File: config.mk
export PLATFORM = sky130hd
export DESIGN_NAME = boot_loader_flat
export DESIGN_NICKNAME = d
export VERILOG_FILES = /design/src/rtl/boot_loader_pkg.sv /design/src/rtl/boot_loader_if.sv /design/src/rtl/boot_loader_word_assembler.sv /design/src/rtl/boot_loader.sv /design/src/flat_wrapper.sv
export SDC_FILE = /design/constraint.sdc
export NUM_CORES = 1
export LEC_CHECK = 0
export CORE_MARGIN = 3
export CORE_UTILIZATION = 56
export CTS_CLUSTER_SIZE = 10
export DETAILED_ROUTE_END_ITERATION = 7
export PLACE_DENSITY = 0.84
export SYNTH_ARGS = -nofsm -noshare
export SYNTH_HDL_FRONTEND = slang
export SYNTH_SLANG_ARGS = --single-unit
File: constraint.sdc
create_clock -name clk -period 2.55 [get_ports clk]
set_input_delay 0.6375 -clock clk [delete_from_list [all_inputs] [get_ports clk]]
set_output_delay 0.6375 -clock clk [all_outputs]
set_load 0.02 [all_outputs]
File: src/rtl/boot_loader_pkg.sv
// boot_loader_pkg: state encoding and header byte constants shared by the loader files
package boot_loader_pkg;
  localparam logic [2:0] S_IDLE   = 3'd0;
  localparam logic [2:0] S_CNT_HI = 3'd1;
  localparam logic [2:0] S_CNT_LO = 3'd2;
  localparam logic [2:0] S_DATA   = 3'd3;
  localparam logic [2:0] S_CSUM   = 3'd4;
  localparam logic [2:0] S_DONE   = 3'd5;
  localparam logic [2:0] S_ERR    = 3'd6;
  localparam logic [7:0] HDR_INST = 8'h49;
  localparam logic [7:0] HDR_DATA = 8'h44;
  localparam logic [7:0] HDR_GO   = 8'h47;
  function automatic logic is_seg(input logic [7:0] b);
    return b == HDR_INST || b == HDR_DATA;
  endfunction
endpackage

File: src/rtl/boot_loader_if.sv
// boot_loader_if: byte-stream input and memory write port of the boot loader
// in_valid/in_data/in_ready: upstream byte handshake
// mem_we/mem_sel/mem_addr/mem_wdata: word write port (sel 0 = imem, 1 = dmem)
interface boot_loader_if #(parameter int ADDR_W = 8);
  logic              in_valid;
  logic [7:0]        in_data;
  logic              in_ready;
  logic              mem_we;
  logic              mem_sel;
  logic [ADDR_W-1:0] mem_addr;
  logic [31:0]       mem_wdata;
  modport master (output in_valid, in_data, input in_ready, mem_we, mem_sel, mem_addr, mem_wdata);
  modport slave (input in_valid, in_data, output in_ready, mem_we, mem_sel, mem_addr, mem_wdata);
endinterface

File: src/rtl/boot_loader_word_assembler.sv
// word_assembler: shifts in bytes MSB first and pulses word_valid after every 4th byte
// clk: clock; clr: sync clear (reset or header); en: byte accepted; din: byte
// last: next accepted byte completes a word; word_valid/word: registered result
module word_assembler (
  input  logic        clk,
  input  logic        clr,
  input  logic        en,
  input  logic [7:0]  din,
  output logic        last,
  output logic        word_valid,
  output logic [31:0] word
);
  logic [1:0] cnt;
  assign last = cnt == 2'd3;
  always_ff @(posedge clk)
    if (clr) begin
      cnt <= '0;
      word <= '0;
      word_valid <= 1'b0;
    end else begin
      word_valid <= en && last;
      if (en) begin
        cnt <= cnt + 2'd1;
        word <= {word[23:0], din};
      end
    end
endmodule

File: src/rtl/boot_loader.sv
// boot_loader: parses framed byte stream into imem/dmem word writes, holds CPU in reset until go
// clk: clock; rst: sync active-low reset; bus: byte input + memory write port
// cpu_rst: CPU reset (released only in DONE); load_done/load_err: sticky status
module boot_loader import boot_loader_pkg::*; #(
  parameter int ADDR_W = 8
) (
  input  logic         clk,
  input  logic         rst,
  boot_loader_if.slave bus,
  output logic         cpu_rst,
  output logic         load_done,
  output logic         load_err
);
  localparam int CW = ADDR_W + 1;
  logic [2:0]        state, nxt;
  logic [7:0]        cnt_hi, csum;
  logic [CW-1:0]     left;
  logic [ADDR_W-1:0] addr;
  logic [16:0]       cnt;
  logic              sel, xfer, hdr, last;
  assign bus.in_ready = rst && state != S_DONE && state != S_ERR;
  assign xfer = bus.in_valid && bus.in_ready;
  assign hdr = xfer && state == S_IDLE;
  assign cnt = {1'b0, cnt_hi, bus.in_data};
  assign bus.mem_addr = addr;
  assign bus.mem_sel = sel;
  assign cpu_rst = state != S_DONE;
  assign load_done = state == S_DONE;
  assign load_err = state == S_ERR;
  // clearing on reset as well as header drops any partial word without a write
  word_assembler u_wa (
    .clk(clk),
    .clr(!rst || hdr),
    .en(xfer && state == S_DATA),
    .din(bus.in_data),
    .last(last),
    .word_valid(bus.mem_we),
    .word(bus.mem_wdata)
  );
  always_comb begin
    nxt = state;
    case (state)
      S_IDLE:   if (xfer) nxt = is_seg(bus.in_data) ? S_CNT_HI : bus.in_data == HDR_GO ? S_DONE : S_ERR;
      S_CNT_HI: if (xfer) nxt = S_CNT_LO;
      S_CNT_LO: if (xfer) nxt = cnt == '0 ? S_CSUM : cnt > 17'(2 ** ADDR_W) ? S_ERR : S_DATA;
      S_DATA:   if (xfer && last && left == CW'(1)) nxt = S_CSUM;
      S_CSUM:   if (xfer) nxt = csum == bus.in_data ? S_IDLE : S_ERR;
      default:  nxt = state;
    endcase
  end
  always_ff @(posedge clk)
    if (!rst) begin
      state <= S_IDLE;
      cnt_hi <= '0;
      left <= '0;
      addr <= '0;
      csum <= '0;
      sel <= 1'b0;
    end else begin
      state <= nxt;
      csum <= hdr ? 8'h00 : xfer && (state == S_CNT_HI || state == S_CNT_LO || state == S_DATA) ? csum ^ bus.in_data : csum;
      addr <= hdr ? '0 : bus.mem_we ? addr + ADDR_W'(1) : addr;
      if (hdr && is_seg(bus.in_data)) sel <= bus.in_data == HDR_DATA;
      if (xfer && state == S_CNT_HI) cnt_hi <= bus.in_data;
      if (xfer && state == S_CNT_LO) left <= CW'(cnt);
      else if (xfer && state == S_DATA && last) left <= left - CW'(1);
    end
endmodule

File: src/flat_wrapper.sv
// flat-port wrapper written by rule: the top's interface ports become plain ports
module boot_loader_flat import boot_loader_pkg::*;
#(
  parameter int ADDR_W = 8
)
  (clk, rst, cpu_rst, load_done, load_err, bus_in_valid, bus_in_data, bus_in_ready, bus_mem_we, bus_mem_sel, bus_mem_addr, bus_mem_wdata);
  boot_loader_if #(.ADDR_W(ADDR_W)) bus_i ();
  input  logic clk;
  input  logic rst;
  output logic cpu_rst;
  output logic load_done;
  output logic load_err;
  input wire logic [$bits(bus_i.in_valid)-1:0] bus_in_valid;
  input wire logic [$bits(bus_i.in_data)-1:0] bus_in_data;
  output wire logic [$bits(bus_i.in_ready)-1:0] bus_in_ready;
  output wire logic [$bits(bus_i.mem_we)-1:0] bus_mem_we;
  output wire logic [$bits(bus_i.mem_sel)-1:0] bus_mem_sel;
  output wire logic [$bits(bus_i.mem_addr)-1:0] bus_mem_addr;
  output wire logic [$bits(bus_i.mem_wdata)-1:0] bus_mem_wdata;
  assign bus_i.in_valid = bus_in_valid;
  assign bus_i.in_data = bus_in_data;
  assign bus_in_ready = bus_i.in_ready;
  assign bus_mem_we = bus_i.mem_we;
  assign bus_mem_sel = bus_i.mem_sel;
  assign bus_mem_addr = bus_i.mem_addr;
  assign bus_mem_wdata = bus_i.mem_wdata;
  boot_loader #(.ADDR_W(ADDR_W)) u_core (.clk(clk), .rst(rst), .bus(bus_i), .cpu_rst(cpu_rst), .load_done(load_done), .load_err(load_err));
endmodule
==> results.toml, run 1 <==
[drt]
top_layer = "met4"
wl_per_cell_um = 14.8
first_pass_iters = 4
first_iter_violations = 169
wl_um = 7970
drc = 0
wl_met2_um = 4060
drtAntennaViolNets = 0
routed-wl-met3_um = 432
vias = 2989
vias_per_cell = 5.57
wl_met1_um = 3350

[critical_path]
timing.critical_path.buf_inv = 3
critical_path_peak_fanout = 2
startpoint_type = "primary input"
cp_num_cells = 4
end_kind = "primary output"
r2r_end = "u_core.state[1]"
crit_path_top_delay_cell = "clkdlybuf4s50_1"
ff2ff_setup_slack_ps = 620
crit_path_cell_trace = "clkdlybuf4s50_1, inv_1, nor3_1, dlygate4sd2_1"
path_class = "in2out"
ff2ff_path_depth = 6
slowest_delay_ps = 510
r2r-start = "u_core.u_wa.cnt[0]"
required_ps = 1910
critPathTopFamily = "buffers and inverters"
crit_arrival_ps = 1740

[power_and_ir_drop]
seqPwrFrac = 0.472
p_switching_uw = 569
power.total_mw = 2.44
swShare = 0.233
p_leak_nw = 1.51
powerDensity_nw_per_um2 = 584
ir_drop_mv = 0.493
p_clk_frac = 0.451
pwr-share-comb = 0.077
internal_power_mw = 1.87

[clock_tree]
cts_sinks = 72
clkLatencyLatePin_ps = 350
clk_pin_slew_ps = 80
cts_buffer_depth = 2
cts_buffers = 9
htree_levels = 3
cts_tree = "done"
cts_root_buffer = "clkbuf_8"
ctsHoldBuffers = 0

[timing]
setup_viol_count_final = 0
hold_violations = 0
layout_setup_ws_ps = 170
finClkSkew_ps = 8.26
finalCriticalPeriod_ps = 2380
worst_pin_slew_ps = 549
maxSlewViolCount = 0
finalSetupTns_ps = 0
period_share = 0.933
fmax_ghz = 0.420
relSlewSlack = 0.631
rsz0062_at_grt = "false"

[synthesis]
ys_seq_elements = 72
synth_seq_area_share = 0.449
synth_nets = 411
syn_inst = 396
async_flop_share = 0
synth_top_cell_by_area = "dfxtp_1"
synth_cell_types = 48
avgSynthCellArea_um2 = 8.10
syn_area_um2 = 3210
yosys_warnings = 0
synth_ff_type = "dfxtp_1"
yosys.area.top_type_share = 0.449
synth_area_leaders = "dfxtp_1 45%, nand2_1 10%, a21oi_1 7.0%"
synth_enable_flop_cells = 0

[min_path]
holdPathStages = 2
min-delay-start = "u_core.u_wa.word[26]"
min_path_type = "reg2reg"
holdPathEnd = "u_core.u_wa.word[26]"

[grt]
grt_max_degree = 43
track_usage = 0.258
grt_first_pass_wirelength_um = 13200
antenna_found_initial = 0
grt-ovfl-total = 0
grt_pass1_vias = 2837

[die]
die-area_um2 = 6670
start_util = 0.601
pin_count = 57
core_area_um2 = 5340
num_rows = 26
die-width_um = 81.7
fp.dieH_um = 81.7

[place]
hpwl_um = 5600
port_buffers = 56
preCtsSetupSlack_ps = -134
place_congestion = 0.902

[cells_and_area]
final_common_cell = "nand2_1"
nNetsFinal = 477
mostFrequentLayoutCells = "87 x nand2_1, 71 x dfxtp_1, 55 x clkdlybuf4s50_1"
synthToLayoutAreaGrowth_pct = 30.3
final_core_util = 0.783
drive_above_1_share = 0.0921
diodes = 0

[job]
drv_cap = 0

[run_status]
status = "completed"
==> kinds of logic after synthesis <==
kind of cell | synth area share
and+or+nand+nor | 0.256
buffers and inverters | 0.0421
AOI/OAI and AO/OA | 0.141
muxes | 0.0281
DFF | 0.449
xor gates and xnor gates | 0.0683
adders and majority gates | 0.0156
==> state kept, by name, indices dropped and copies added (netlist names) <==
name / cells
u_core.bus.mem_sel: 1
u_core.bus.mem_addr: 8
u_core.u_wa.word_valid: 1
u_core.u_wa.word: 32
u_core.state: 3
u_core.u_wa.cnt: 2
u_core.left: 9
u_core.cnt_hi: 8
u_core.csum: 8
==> worst max path at each step <==
| stage | from | to | slack [ps] |
|---|---|---|---|
| after global placement | rst | bus_in_ready | -140 |
| final | rst | bus_in_ready | 170 |
| after global routing | u_core.state[1] | load_err | 70 |
| after floorplan | u_core.state[1] | bus_in_ready | 330 |
| after detailed placement | rst | bus_in_ready | -130 |
| after CTS | u_core.state[2] | load_done | 70 |
==> cell type report <==
cell class	count	area, µm²
tap	70	87.6
fill	407	1160
timing repair buffer	79	744
sequential	72	1440
clock inverter	6	115
multi-input combinational	294	1630
clock buffer	10	128
inverter	6	27.5
==> what timing repair did <==
item	CTS	global route
setup buffers	0	0
gates resized for setup	1	1
endpoints found under the setup margin	1	1
==> worst min-delay path, stage by stage, from the launching register on <==
cell and delay [ps]:
dfxtp_1 310, nand2_1 50, a21oi_1 50
==> layer usage <==
layer,vias to the layer above,global-route usage
met4,0,0.113
li1,1476,-
met5,-,0
met1,1407,0.316
met3,12,0.0428
met2,94,0.445
==> power by group through the flow <==
stage	clock network (mW)	registers (mW)	logic, mW
floorplan	0	1.17	0.113
global placement	0	1.17	0.181
detailed placement	0	1.18	0.185
CTS	1.11	1.15	0.186
global route	1.16	1.15	0.203
finish	1.10	1.15	0.188
==> synthesized netlist by cell type, types with 3 or more instances <==
cell type and number:
nand2_1 87, dfxtp_1 72, a21oi_1 45, nor2_1 43, xor2_1 22, clkbuf_1 17
nor3_1 10, mux2i_1 9, o21ai_0 9, nand3_1 6, a31oi_1 5, buf_2 5
inv_1 5, nand4_1 5, nor2b_1 5, ha_1 4, nor4_1 4, nand2b_1 3
nor3b_1 3, o211ai_1 3, xnor2_1 3
==> stage by stage <==
step                      hold WS, ps  cells  area [µm²]
after floorplan                   440    396        3210
after CTS                         459    537        4180
after global placement            440    521        3940
after global routing              486    537        4180
final                             454    537        4180
after detailed placement          448    521        3940
Power figures use the tool's default switching activity.
==> run 2: changes to the inputs <==
--- a/config.mk
+++ b/config.mk
@@ -10,6 +10,7 @@
 export CTS_CLUSTER_SIZE = 10
 export DETAILED_ROUTE_END_ITERATION = 7
 export PLACE_DENSITY = 0.84
+export SLEW_MARGIN = 40
 export SYNTH_ARGS = -nofsm -noshare
 export SYNTH_HDL_FRONTEND = slang
 export SYNTH_SLANG_ARGS = --single-unit
==> results of run 2 <==
The final DEF is identical to that of run 1; final timing and power are the same.
==> run 3: changes to the inputs <==
--- a/config.mk
+++ b/config.mk
@@ -6,10 +6,10 @@
 export NUM_CORES = 1
 export LEC_CHECK = 0
 export CORE_MARGIN = 3
-export CORE_UTILIZATION = 56
+export CORE_UTILIZATION = 52
 export CTS_CLUSTER_SIZE = 10
 export DETAILED_ROUTE_END_ITERATION = 7
-export PLACE_DENSITY = 0.84
+export PLACE_DENSITY = 0.79
 export SLEW_MARGIN = 40
 export SYNTH_ARGS = -nofsm -noshare
 export SYNTH_HDL_FRONTEND = slang
==> constraint.sdc (replaced) <==
create_clock -name clk -period 2.6 [get_ports clk]
set_input_delay 0.65 -clock clk [delete_from_list [all_inputs] [get_ports clk]]
set_output_delay 0.65 -clock clk [all_outputs]
set_load 0.02 [all_outputs]
==> results.toml, run 3 (same netlist as run 1, synthesis figures left out) <==
[run_status]
status = "completed"

[timing]
maxSlewViolCount = 0
relSlewSlack = 0.662
fmax_ghz = 0.400
period_share = 0.961
rsz0062_at_grt = "false"
hold_violations = 0
finClkSkew_ps = 9.78
finalCriticalPeriod_ps = 2500
layout_setup_ws_ps = 100
setup_viol_count_final = 0
worst_pin_slew_ps = 503

[min_path]
min-delay-start = "u_core.u_wa.word[30]"
holdPathStages = 2
min_path_type = "reg2reg"
holdPathEnd = "u_core.u_wa.word[30]"

[clock_tree]
cts_buffer_depth = 2
clk_pin_slew_ps = 70
cts_tree = "done"
clkLatencyLatePin_ps = 340
ctsHoldBuffers = 0
cts_sinks = 72
htree_levels = 3
cts_buffers = 9
cts_root_buffer = "clkbuf_8"

[cells_and_area]
top_register = "u_core.u_wa.word"
drive_above_1_share = 0.0901
mostFrequentLayoutCells = "87 x nand2_1, 72 x dfxtp_1, 55 x clkdlybuf4s50_1"
largest_register_ffs = 32
regArea_um2 = 1440
final_common_cell = "nand2_1"
synthToLayoutAreaGrowth_pct = 30.0
multi_input_area_um2 = 1630
fillCellCount = 461
diodes = 0
final_cells = 538
largest_registers = "u_core.u_wa.word: 32 flops, u_core.left: 9 flops"
nNetsFinal = 477
final_core_util = 0.726

[place]
preCtsSetupSlack_ps = -136
port_buffers = 56
numPlacedInstances = 523
hpwl_um = 5230
place_congestion = 0.900

[critical_path]
ff2ff_path_depth = 6
ff2ff_setup_slack_ps = 700
end_kind = "primary output"
crit_arrival_ps = 1850
r2r-start = "u_core.u_wa.cnt[0]"
r2r_end = "u_core.state[1]"
critical_path_peak_fanout = 15
startpoint_type = "flip-flop"
required_ps = 1950
path_class = "reg2out"

[power_and_ir_drop]
swShare = 0.237
power.total_mw = 2.29
p_leak_nw = 1.50
pwr-share-comb = 0.078
p_switching_uw = 543
internal_power_mw = 1.75
ir_drop_mv = 0.381
seqPwrFrac = 0.493
p_clk_frac = 0.429
powerDensity_nw_per_um2 = 551

[grt]
grt_max_degree = 50
antenna_found_initial = 0
grt-ovfl-total = 0
grt_first_pass_wirelength_um = 13000
track_usage = 0.221
grt_pass1_vias = 2734

[drt]
vias_per_cell = 5.53
first_pass_iters = 5
drtAntennaViolNets = 0
wl_um = 7670
wl_per_cell_um = 14.2
vias = 2977
drc = 0
first_iter_violations = 189

[die]
pin_count = 57
start_util = 0.558
die-area_um2 = 7150
core_area_um2 = 5740
fp.dieH_um = 84.5
die-width_um = 84.5
num_rows = 27

[job]
drv_cap = 0
==> run 3: stage by stage <==
step,area (µm²),TNS (ps),hold slack [ps]
after global placement,3950,-181,441
after global routing,4170,0,484
after detailed placement,3950,-136,446
final,4170,0,457
after CTS,4170,0,457
after floorplan,3210,0,440
==> run 3: per-layer routing <==
layer | wire length (µm) | vias to the layer above | GRT usage
met5 | 0 | - | 0
met4 | 143 | 0 | 0.0993
met3 | 422 | 14 | 0.0402
met2 | 3560 | 105 | 0.345
met1 | 3540 | 1386 | 0.299
li1 | - | 1472 | -
==> run 3: worst max-delay path: stages, from the launching register on <==
cell	delay, ps
dfxtp_1	590
nand3b_1	170
inv_1	140
clkdlybuf4s50_1	620
==> run 3: cell type report <==
type / count / share of cell area
multi-input combinational: 294 / 0.392
sequential: 72 / 0.346
timing repair buffer: 79 / 0.182
clock buffer: 10 / 0.0330
tap: 72 / 0.0216
clock inverter: 5 / 0.0195
inverter: 6 / 0.00660
==> run 3: worst max-delay path by stage <==
stage	from	slack (ps)	cells past startpoint	to
2_1_floorplan	u_core.state[1]	360	4	bus_in_ready
3_3_place_gp	rst	-180	4	bus_in_ready
3_5_place_dp	rst	-140	4	bus_in_ready
4_1_cts	u_core.state[2]	90	3	load_done
5_1_grt	u_core.state[2]	10	3	load_done
6_report	u_core.state[2]	100	3	load_done
==> run 3: power by group through the flow <==
stage	clock network, mW	registers, mW	logic [mW]
final	0.984	1.13	0.179
after global routing	1.05	1.13	0.196
after detailed placement	0	1.16	0.179
after floorplan	0	1.15	0.111
after global placement	0	1.16	0.177
after CTS	1.00	1.13	0.179
==> run 3: repair_timing <==
action,in CTS,in global routing
buffers inserted,0,0
hold endpoints to repair,0,0
endpoints found under the setup margin,1,0
gates resized for setup,1,0
